**config.mk**
```make
export PLATFORM = sky130hd
export DESIGN_NAME = ex_operand_stage_flat
export DESIGN_NICKNAME = d
export VERILOG_FILES = /design/src/rtl/ex_operand_stage_if.sv /design/src/rtl/ex_operand_stage.sv /design/src/flat_wrapper.sv
export SDC_FILE = /design/constraint.sdc
export NUM_CORES = 1
export LEC_CHECK = 0
export BUFFER_PORTS_ARGS = -buffer_cell sky130_fd_sc_hd__buf_2
export CORE_AREA = 2 2 123 125
export CTS_BUF_LIST = sky130_fd_sc_hd__clkbuf_8
export DETAILED_ROUTE_END_ITERATION = 8
export DIE_AREA = 0 0 125 127
export PLACE_DENSITY_LB_ADDON = 0.1
export RECOVER_POWER = 25
export SLEW_MARGIN = 20
export SYNTH_ARGS = -nofsm -noshare
export SYNTH_HDL_FRONTEND = slang
export SYNTH_SLANG_ARGS = --single-unit
```
**constraint.sdc**
```tcl
create_clock -name clk -period 4.2 [get_ports clk]
set_input_delay 0.84 -clock clk [delete_from_list [all_inputs] [get_ports clk]]
set_output_delay 0.84 -clock clk [all_outputs]
set_load 0.005 [all_outputs]
```
**src/rtl/ex_operand_stage_if.sv**
```systemverilog
// ex_operand_stage_if: ID-to-EX bundle for ex_operand_stage.
// Carries the decoded ID fields in, and the ALU operands, EX controls and load-use flag out.
interface ex_operand_stage_if;
   logic        id_valid;
   logic [31:0] id_rs_data;
   logic [31:0] id_rt_data;
   logic [31:0] id_imm;
   logic [4:0]  id_rs;
   logic [4:0]  id_rt;
   logic [4:0]  id_rd;
   logic [1:0]  id_alu_op;
   logic [5:0]  id_funct;
   logic        id_alu_src;
   logic        id_reg_dst;
   logic        id_reg_write;
   logic        id_mem_read;
   logic        id_mem_write;
   logic        id_mem_to_reg;

   logic [31:0] data1;
   logic [31:0] data2;
   logic [3:0]  ALU_control;
   logic [31:0] ex_store_data;
   logic [4:0]  ex_write_reg;
   logic        ex_valid;
   logic        ex_reg_write;
   logic        ex_mem_read;
   logic        ex_mem_write;
   logic        ex_mem_to_reg;
   logic        load_use_stall;

   modport master (
      output id_valid, id_rs_data, id_rt_data, id_imm, id_rs, id_rt, id_rd,
             id_alu_op, id_funct, id_alu_src, id_reg_dst, id_reg_write,
             id_mem_read, id_mem_write, id_mem_to_reg,
      input  data1, data2, ALU_control, ex_store_data, ex_write_reg, ex_valid,
             ex_reg_write, ex_mem_read, ex_mem_write, ex_mem_to_reg, load_use_stall
   );

   modport slave (
      input  id_valid, id_rs_data, id_rt_data, id_imm, id_rs, id_rt, id_rd,
             id_alu_op, id_funct, id_alu_src, id_reg_dst, id_reg_write,
             id_mem_read, id_mem_write, id_mem_to_reg,
      output data1, data2, ALU_control, ex_store_data, ex_write_reg, ex_valid,
             ex_reg_write, ex_mem_read, ex_mem_write, ex_mem_to_reg, load_use_stall
   );
endinterface

```
**src/rtl/ex_operand_stage.sv**
```systemverilog
// ex_operand_stage: ID/EX register, ALU-control decode, operand forwarding and load-use detection.
// Define FORWARDING_EN for EX/MEM and MEM/WB forwarding; without it any EX write dependency stalls.
module ex_operand_stage (
   input  logic              clk,
   input  logic              rst,
   ex_operand_stage_if.slave bus,
   input  logic              hold,
   input  logic              flush,
   input  logic              exmem_reg_write,
   input  logic [4:0]        exmem_rd,
   input  logic [31:0]       exmem_result,
   input  logic              memwb_reg_write,
   input  logic [4:0]        memwb_rd,
   input  logic [31:0]       memwb_result
);

   typedef struct packed {
      logic        valid;
      logic [31:0] rs_data;
      logic [31:0] rt_data;
      logic [31:0] imm;
      logic [4:0]  rs;
      logic [4:0]  rt;
      logic [4:0]  write_reg;
      logic [3:0]  alu_ctrl;
      logic        alu_src;
      logic        reg_write;
      logic        mem_read;
      logic        mem_write;
      logic        mem_to_reg;
   } stage_t;

   stage_t      stage_q;
   stage_t      stage_d;
   logic [3:0]  alu_ctrl_dec;
   logic [31:0] fwd_a;
   logic [31:0] fwd_b;
   logic        hazard_match;
   logic        load_use;

   always_comb begin
      alu_ctrl_dec = 4'b1111;
      case (bus.id_alu_op)
         2'b00: alu_ctrl_dec = 4'b0010;
         2'b01: alu_ctrl_dec = 4'b0110;
         2'b11: alu_ctrl_dec = 4'b0001;
         default: begin
            case (bus.id_funct)
               6'b100000: alu_ctrl_dec = 4'b0010;
               6'b100010: alu_ctrl_dec = 4'b0110;
               6'b100100: alu_ctrl_dec = 4'b0000;
               6'b100101: alu_ctrl_dec = 4'b0001;
               6'b101010: alu_ctrl_dec = 4'b0111;
               6'b100111: alu_ctrl_dec = 4'b1100;
               default:   alu_ctrl_dec = 4'b1111;
            endcase
         end
      endcase
   end

   assign hazard_match = bus.id_valid && stage_q.valid && (stage_q.write_reg != 5'd0) &&
                         ((stage_q.write_reg == bus.id_rs) || (stage_q.write_reg == bus.id_rt));

`ifdef FORWARDING_EN
   assign load_use = hazard_match && stage_q.mem_read;

   // EX/MEM is the younger result, so it wins over MEM/WB; register 0 never forwards.
   always_comb begin
      fwd_a = stage_q.rs_data;
      if (exmem_reg_write && (exmem_rd != 5'd0) && (exmem_rd == stage_q.rs))
         fwd_a = exmem_result;
      else if (memwb_reg_write && (memwb_rd != 5'd0) && (memwb_rd == stage_q.rs))
         fwd_a = memwb_result;

      fwd_b = stage_q.rt_data;
      if (exmem_reg_write && (exmem_rd != 5'd0) && (exmem_rd == stage_q.rt))
         fwd_b = exmem_result;
      else if (memwb_reg_write && (memwb_rd != 5'd0) && (memwb_rd == stage_q.rt))
         fwd_b = memwb_result;
   end
`else
   logic unused_fwd;

   assign load_use   = hazard_match && stage_q.reg_write;
   assign fwd_a      = stage_q.rs_data;
   assign fwd_b      = stage_q.rt_data;
   assign unused_fwd = ^{exmem_reg_write, exmem_rd, exmem_result,
                         memwb_reg_write, memwb_rd, memwb_result,
                         stage_q.rs, stage_q.rt};
`endif

   // A non-valid ID slot still moves through, but can never write or touch memory.
   always_comb begin
      stage_d = stage_q;
      if (!hold) begin
         if (flush || load_use) begin
            stage_d = '0;
         end else begin
            stage_d.valid      = bus.id_valid;
            stage_d.rs_data    = bus.id_rs_data;
            stage_d.rt_data    = bus.id_rt_data;
            stage_d.imm        = bus.id_imm;
            stage_d.rs         = bus.id_rs;
            stage_d.rt         = bus.id_rt;
            stage_d.write_reg  = bus.id_reg_dst ? bus.id_rd : bus.id_rt;
            stage_d.alu_ctrl   = alu_ctrl_dec;
            stage_d.alu_src    = bus.id_alu_src;
            stage_d.reg_write  = bus.id_valid && bus.id_reg_write;
            stage_d.mem_read   = bus.id_valid && bus.id_mem_read;
            stage_d.mem_write  = bus.id_valid && bus.id_mem_write;
            stage_d.mem_to_reg = bus.id_valid && bus.id_mem_to_reg;
         end
      end
   end

   always_ff @(posedge clk) begin
      if (rst)
         stage_q <= '0;
      else
         stage_q <= stage_d;
   end

   assign bus.data1          = fwd_a;
   assign bus.data2          = stage_q.alu_src ? stage_q.imm : fwd_b;
   assign bus.ex_store_data  = fwd_b;
   assign bus.ALU_control    = stage_q.alu_ctrl;
   assign bus.ex_write_reg   = stage_q.write_reg;
   assign bus.ex_valid       = stage_q.valid;
   assign bus.ex_reg_write   = stage_q.reg_write;
   assign bus.ex_mem_read    = stage_q.mem_read;
   assign bus.ex_mem_write   = stage_q.mem_write;
   assign bus.ex_mem_to_reg  = stage_q.mem_to_reg;
   assign bus.load_use_stall = load_use;

endmodule

```
**src/flat_wrapper.sv**
```systemverilog
// flat-port wrapper written by rule: the top's interface ports become plain ports
module ex_operand_stage_flat 
  (clk, rst, hold, flush, exmem_reg_write, exmem_rd, exmem_result, memwb_reg_write, memwb_rd, memwb_result, bus_id_valid, bus_id_rs_data, bus_id_rt_data, bus_id_imm, bus_id_rs, bus_id_rt, bus_id_rd, bus_id_alu_op, bus_id_funct, bus_id_alu_src, bus_id_reg_dst, bus_id_reg_write, bus_id_mem_read, bus_id_mem_write, bus_id_mem_to_reg, bus_data1, bus_data2, bus_ALU_control, bus_ex_store_data, bus_ex_write_reg, bus_ex_valid, bus_ex_reg_write, bus_ex_mem_read, bus_ex_mem_write, bus_ex_mem_to_reg, bus_load_use_stall);
  ex_operand_stage_if bus_i ();
  input  logic clk;
  input  logic rst;
  input  logic hold;
  input  logic flush;
  input  logic exmem_reg_write;
  input  logic [4:0] exmem_rd;
  input  logic [31:0] exmem_result;
  input  logic memwb_reg_write;
  input  logic [4:0] memwb_rd;
  input  logic [31:0] memwb_result;
  input wire logic [$bits(bus_i.id_valid)-1:0] bus_id_valid;
  input wire logic [$bits(bus_i.id_rs_data)-1:0] bus_id_rs_data;
  input wire logic [$bits(bus_i.id_rt_data)-1:0] bus_id_rt_data;
  input wire logic [$bits(bus_i.id_imm)-1:0] bus_id_imm;
  input wire logic [$bits(bus_i.id_rs)-1:0] bus_id_rs;
  input wire logic [$bits(bus_i.id_rt)-1:0] bus_id_rt;
  input wire logic [$bits(bus_i.id_rd)-1:0] bus_id_rd;
  input wire logic [$bits(bus_i.id_alu_op)-1:0] bus_id_alu_op;
  input wire logic [$bits(bus_i.id_funct)-1:0] bus_id_funct;
  input wire logic [$bits(bus_i.id_alu_src)-1:0] bus_id_alu_src;
  input wire logic [$bits(bus_i.id_reg_dst)-1:0] bus_id_reg_dst;
  input wire logic [$bits(bus_i.id_reg_write)-1:0] bus_id_reg_write;
  input wire logic [$bits(bus_i.id_mem_read)-1:0] bus_id_mem_read;
  input wire logic [$bits(bus_i.id_mem_write)-1:0] bus_id_mem_write;
  input wire logic [$bits(bus_i.id_mem_to_reg)-1:0] bus_id_mem_to_reg;
  output wire logic [$bits(bus_i.data1)-1:0] bus_data1;
  output wire logic [$bits(bus_i.data2)-1:0] bus_data2;
  output wire logic [$bits(bus_i.ALU_control)-1:0] bus_ALU_control;
  output wire logic [$bits(bus_i.ex_store_data)-1:0] bus_ex_store_data;
  output wire logic [$bits(bus_i.ex_write_reg)-1:0] bus_ex_write_reg;
  output wire logic [$bits(bus_i.ex_valid)-1:0] bus_ex_valid;
  output wire logic [$bits(bus_i.ex_reg_write)-1:0] bus_ex_reg_write;
  output wire logic [$bits(bus_i.ex_mem_read)-1:0] bus_ex_mem_read;
  output wire logic [$bits(bus_i.ex_mem_write)-1:0] bus_ex_mem_write;
  output wire logic [$bits(bus_i.ex_mem_to_reg)-1:0] bus_ex_mem_to_reg;
  output wire logic [$bits(bus_i.load_use_stall)-1:0] bus_load_use_stall;
  assign bus_i.id_valid = bus_id_valid;
  assign bus_i.id_rs_data = bus_id_rs_data;
  assign bus_i.id_rt_data = bus_id_rt_data;
  assign bus_i.id_imm = bus_id_imm;
  assign bus_i.id_rs = bus_id_rs;
  assign bus_i.id_rt = bus_id_rt;
  assign bus_i.id_rd = bus_id_rd;
  assign bus_i.id_alu_op = bus_id_alu_op;
  assign bus_i.id_funct = bus_id_funct;
  assign bus_i.id_alu_src = bus_id_alu_src;
  assign bus_i.id_reg_dst = bus_id_reg_dst;
  assign bus_i.id_reg_write = bus_id_reg_write;
  assign bus_i.id_mem_read = bus_id_mem_read;
  assign bus_i.id_mem_write = bus_id_mem_write;
  assign bus_i.id_mem_to_reg = bus_id_mem_to_reg;
  assign bus_data1 = bus_i.data1;
  assign bus_data2 = bus_i.data2;
  assign bus_ALU_control = bus_i.ALU_control;
  assign bus_ex_store_data = bus_i.ex_store_data;
  assign bus_ex_write_reg = bus_i.ex_write_reg;
  assign bus_ex_valid = bus_i.ex_valid;
  assign bus_ex_reg_write = bus_i.ex_reg_write;
  assign bus_ex_mem_read = bus_i.ex_mem_read;
  assign bus_ex_mem_write = bus_i.ex_mem_write;
  assign bus_ex_mem_to_reg = bus_i.ex_mem_to_reg;
  assign bus_load_use_stall = bus_i.load_use_stall;
  ex_operand_stage u_core (.clk(clk), .rst(rst), .bus(bus_i), .hold(hold), .flush(flush), .exmem_reg_write(exmem_reg_write), .exmem_rd(exmem_rd), .exmem_result(exmem_result), .memwb_reg_write(memwb_reg_write), .memwb_rd(memwb_rd), .memwb_result(memwb_result));
endmodule
```
==> flow_metrics.tcl, run 1 <==
set metrics [dict create \
    cp_top_family "flip-flops" \
    largest_reg_flops 33 \
    fillers 1460 \
    ir_worst_vdd_mv 0.222 \
    n_antenna_cell 0 \
    initial_utilization_pct 31.7 \
    r2r-start "u_core.bus.ex_write_reg[0]$_SDFFE_PP0N_" \
    min_to "u_core.bus.ex_mem_read$_SDFFE_PP0N_" \
    rsz0062_at_grt "false" \
    ys_ff_latch 111 \
    relSlewSlack_pct 42.6 \
    path_clk_slew_ns 0.10 \
    post-route-period-util_pct 63.8 \
    first_pass_iters 4 \
    end_kind "output pin" \
    crit_buf_inv 1 \
    clock_path_buffers 2 \
    syn-num-nets 603 \
    area_delta_synth_final_pct 20.7 \
    hold_start "u_core.bus.ex_mem_read$_SDFFE_PP0N_" \
    hp-class "register to register" \
    grt_pass1_wl_microns 18000 \
    dpl.hpwl_microns 8230 \
    drv_cap 0 \
    min_period_ns 2.68 \
    min_path_cells 1 \
    syn_inst 397 \
    finalWirelength_microns 11600 \
    required_ns 3.36 \
    cts_buffers 9 \
    cpMaxStageDelayCell "dfxtp_2" \
    nNetsFinal 757 \
    synth_area_sq_um 4570 \
    h-tree-depth 3 \
    slew_viol_final 0 \
    crit_path_max_fanout 33 \
    routed_via_density 4.71 \
    syn_avg_cell_area_sq_um 11.5 \
    post_cts_buffers 0 \
    async_flop_share_pct 0 \
    drtIter0Drc 123 \
    regArea_sq_um 2220 \
    setup.worst_path.start_class "register" \
    drc 0 \
    multi_input_area_sq_um 1650 \
    ff2ff_setup_slack_ns 2.20 \
    tritoncts "built" \
    p_leak_nw 2.62 \
    grt_max_degree 57 \
    setup_viol 0 \
    die_h_microns 127 \
    routedWlPerCell_microns 15.7 \
    yosys_warnings 0 \
    place.gp.congestion 0.849 \
    ios 317 \
    grt_overflow 0 \
    tns_ns 0 \
    hold_viol 0 \
    row_count 44 \
    antenna_found_initial 0 \
    ctsHoldBuffers 0 \
    p_per_area_nw_per_um2 358 \
    insertion_delay_ns 0.37 \
    regMostFlops "u_core.stage_q" \
    outcome "complete, no violations" \
    clockRootBuffer "clkbuf_8" \
    grtUsageTotal_pct 14.1 \
    ant_nets 0 \
    stdcell_area_sq_um 5520 \
    r2r_cells 6 \
    vias 3485 \
    tightest_slew_ns 0.860 \
    seq_area_frac_synth_pct 48.6 \
    synth_cell_types 23 \
    die_w_microns 125 \
    drive_gt1_share_pct 49.1 \
    io_buffers 240 \
    grt_pass1_vias 3485 \
    r2r_end "u_core.bus.ex_store_data[26]$_SDFFE_PP0N_" \
    place_area_sq_um 5360 \
    clock.fmax_mhz 373 \
    dieArea_sq_um 15900 \
    path_class "register to output pin" \
    synth_edf_count 0 \
    yosys_most_used_dff "dfxtp_1" \
    cts.sink_count 111 \
    slowest_delay_ns 0.90 \
    arrival_ns 1.84 \
    core-area_sq_um 14400 \
    cts-resized-gates 0 \
    crit_chain "mux2_2, buf_2" \
    fin_skew_ns 0.0157 \
]
==> final cells by class <==
class / instances / area share, %
inverter: 2 / 0.136
clock buffer: 11 / 2.75
multi-input combinational: 183 / 30.0
tap: 184 / 4.17
timing repair buffer: 244 / 21.9
sequential: 111 / 40.3
clock inverter: 5 / 0.726
==> Yosys cell counts, types with 2 or more instances <==
cell        n  area share [%]
a21oi_1     2            0.22
a22o_1    105              20
a32o_1      6             1.3
buf_2       2            0.22
buf_4      83              14
clkbuf_1   16             1.3
dfxtp_1   111              49
inv_1       2            0.16
mux2_2     37             9.1
nand2_1     3            0.25
nand3_1     3            0.33
nor2_1      2            0.16
nor2b_1     3            0.41
o21ai_0     3            0.33
xnor2_1    11             2.1
==> power breakdown <==
| group | leakage [nW] | total, mW | internal [mW] | switching, mW |
|---|---|---|---|---|
| registers | 0.906 | 1.12 | 1.09 | 0.0304 |
| clock network | 0.0999 | 0.624 | 0.253 | 0.371 |
| logic | 1.61 | 0.224 | 0.129 | 0.0954 |
| total | 2.62 | 1.97 | 1.48 | 0.496 |
==> layer usage <==
| layer | share of wire, % | track usage [%] | vias up |
|---|---|---|---|
| li1 | - | - | 1701 |
| met1 | 43 | 16.9 | 1622 |
| met2 | 47 | 23.0 | 146 |
| met3 | 7.6 | 5.15 | 16 |
| met4 | 2.3 | 5.56 | 0 |
| met5 | 0 | 0 | - |
==> per-stage QoR <==
stage               hold WS (ns)  setup WS [ns]  cells  power (mW)  utilization (%)
floorplan                  0.437           1.88    397        1.29                -
global placement           0.448           1.61    724        1.38             37.2
detailed placement         0.451           1.59    724        1.38             37.2
CTS                        0.473           1.44    740        2.02             38.5
global route               0.490           1.38    740        2.08             38.2
finish                     0.470           1.52    740        1.97             38.2
==> kinds of logic (layout without fill, tap and decap cells) <==
| kind of cell | Yosys count | in the layout | share of synthesized area [%] |
|---|---|---|---|
| XOR/XNOR | 11 | 11 | 2.11 |
| flip-flops | 111 | 111 | 48.6 |
| multiplexers | 37 | 37 | 9.12 |
| AO/OA/AOI/OAI | 119 | 119 | 22.9 |
| buffers and inverters | 103 | 262 | 15.3 |
| AND/OR/NAND/NOR | 16 | 16 | 1.92 |
==> worst max path at each step <==
stage / depth (start not counted) / to / start
floorplan: 4 / bus_load_use_stall / bus_id_rs[4]
global placement: 6 / bus_load_use_stall / bus_id_rs[4]
detailed placement: 6 / bus_load_use_stall / bus_id_rt[4]
CTS: 2 / bus_data2[23] / u_core.stage_q[4]$_SDFFE_PP0N_
global route: 2 / bus_data2[4] / u_core.stage_q[4]$_SDFFE_PP0N_
finish: 2 / bus_data2[5] / u_core.stage_q[4]$_SDFFE_PP0N_
==> layout by cell type (no fill, tap or decap), types with 6 or more instances in the layout <==
cell | synthesis | routed
buf_2 | 2 | 212
dfxtp_1 | 111 | 110
clkbuf_1 | 16 | 28
a22o_1 | 105 | 105
clkbuf_8 | 0 | 11
xnor2_1 | 11 | 11
mux2_2 | 37 | 37
a32o_1 | 6 | 6
Note: power is estimated with default switching activity, not from simulation.
==> inputs of run 2 (changes only) <==
clock period = 2.8 ns   (was 4.2 ns; I/O delays follow)
==> flow_metrics.tcl, run 2 (synthesis results as in run 1) <==
set metrics [dict create \
    drv_cap 0 \
    clock.fmax_mhz 436 \
    largest_reg_flops 33 \
    cp_top_family "flip-flops" \
    instances_no_fill 741 \
    drive_gt1_share_pct 48.8 \
    post-route-period-util_pct 81.9 \
    grt_max_degree 59 \
    crit_path_max_fanout 18 \
    h-tree-depth 3 \
    hold_viol 0 \
    slew_viol_final 0 \
    hold_slack_ns 0.393 \
    clock_path_buffers 2 \
    cts.sink_count 111 \
    setup_viol 0 \
    io_buffers 240 \
    hp-class "input pin to register" \
    crit_chain "buf_12, mux2_2, buf_2" \
    n_antenna_cell 0 \
    tritoncts "built" \
    relSlewSlack_pct 58.9 \
    final_cell_mix "210 x buf_2, 110 x dfxtp_1, 105 x a22o_1" \
    row_count 44 \
    tns_ns 0 \
    routed_via_density 4.71 \
    final_util_pct 38.6 \
    vias 3493 \
    die_w_microns 125 \
    slowest_delay_ns 0.65 \
    first_pass_iters 4 \
    setup.worst_path.start_class "register" \
    ant_nets 0 \
    dp_cells 725 \
    cts_buffers 9 \
    cpMaxStageDelayCell "dfxtp_2" \
    grt_overflow 0 \
    crit_buf_inv 2 \
    insertion_delay_ns 0.37 \
    cts-resized-gates 0 \
    regMostFlops "u_core.stage_q" \
    tightest_slew_ns 0.617 \
    clockRootBuffer "clkbuf_8" \
    fin_skew_ns 0.0132 \
    die_h_microns 127 \
    outcome "complete, no violations" \
    routedWlPerCell_microns 15.5 \
    required_ns 2.24 \
    post_cts_buffers 0 \
    finalWirelength_microns 11500 \
    drtIter0Drc 129 \
    min_period_ns 2.29 \
    p_leak_nw 2.63 \
    path_clk_slew_ns 0.11 \
    grt_pass1_wl_microns 18100 \
    drc 0 \
    core-area_sq_um 14400 \
    grt_pass1_vias 3504 \
    place.gp.congestion 0.832 \
    ios 317 \
    mostFrequentLayoutCell "buf_2" \
    end_kind "output pin" \
    path_class "register to output pin" \
    rsz0062_at_grt "false" \
    dpl.hpwl_microns 8150 \
    grtUsageTotal_pct 14.2 \
    initial_utilization_pct 31.7 \
    dieArea_sq_um 15900 \
    arrival_ns 1.73 \
    antenna_found_initial 0 \
    fillers 1455 \
    p_per_area_nw_per_um2 548 \
    nNetsFinal 758 \
    ir_worst_vdd_mv 0.285 \
    area_delta_synth_final_pct 21.9 \
    ctsHoldBuffers 0 \
]
==> run 2: worst paths after layout <==
path / endpoint / slack [ns] / cells past startpoint / startpoint
worst max-delay path: bus_data2[20] / 0.51 / 3 / u_core.stage_q[4]$_SDFFE_PP0N_
worst min-delay path: u_core.bus.ex_store_data[20]$_SDFFE_PP0N_ / 0.39 / 2 / bus_id_rt_data[20]
worst max register to register: u_core.bus.data1[20]$_SDFFE_PP0N_ / 0.97 / 6 / u_core.bus.ex_write_reg[4]$_SDFFE_PP0N_
worst min register to register: u_core.bus.ex_mem_read$_SDFFE_PP0N_ / 0.47 / 1 / u_core.bus.ex_mem_read$_SDFFE_PP0N_
==> run 2: where the power goes <==
part	total, mW	switching [mW]	internal (mW)
sequential	1.68	0.0428	1.64
combinational	0.342	0.147	0.196
clock	1.02	0.552	0.473
==> run 2: routing by layer <==
layer  routed length, microns  share of wire (%)  vias to the layer above  track usage (%)
li1                         -                  -                     1701                -
met1                     4880                 43                     1645             16.9
met2                     5480                 48                      135             23.7
met3                      915                8.0                       12             5.57
met4                      182                1.6                        0             4.38
met5                        0                  0                        -                0
==> run 2: cell type report <==
cell class | count | area, sq um | area share, %
multi-input cells | 183 | 1650 | 29.7
flip-flops and latches | 111 | 2220 | 39.9
well taps | 184 | 230 | 4.13
repair buffers | 245 | 1240 | 22.2
clock buffers | 11 | 151 | 2.72
clock inverters | 5 | 63.8 | 1.15
inverters | 2 | 7.51 | 0.135
==> run 2: stage by stage <==
step,setup WS (ns),total power [mW],instance area (sq um)
after floorplan,1.00,1.93,4570
after global placement,0.714,2.07,5390
after detailed placement,0.718,2.07,5390
after CTS,0.434,3.12,5610
after global routing,0.373,3.22,5570
final,0.506,3.05,5570
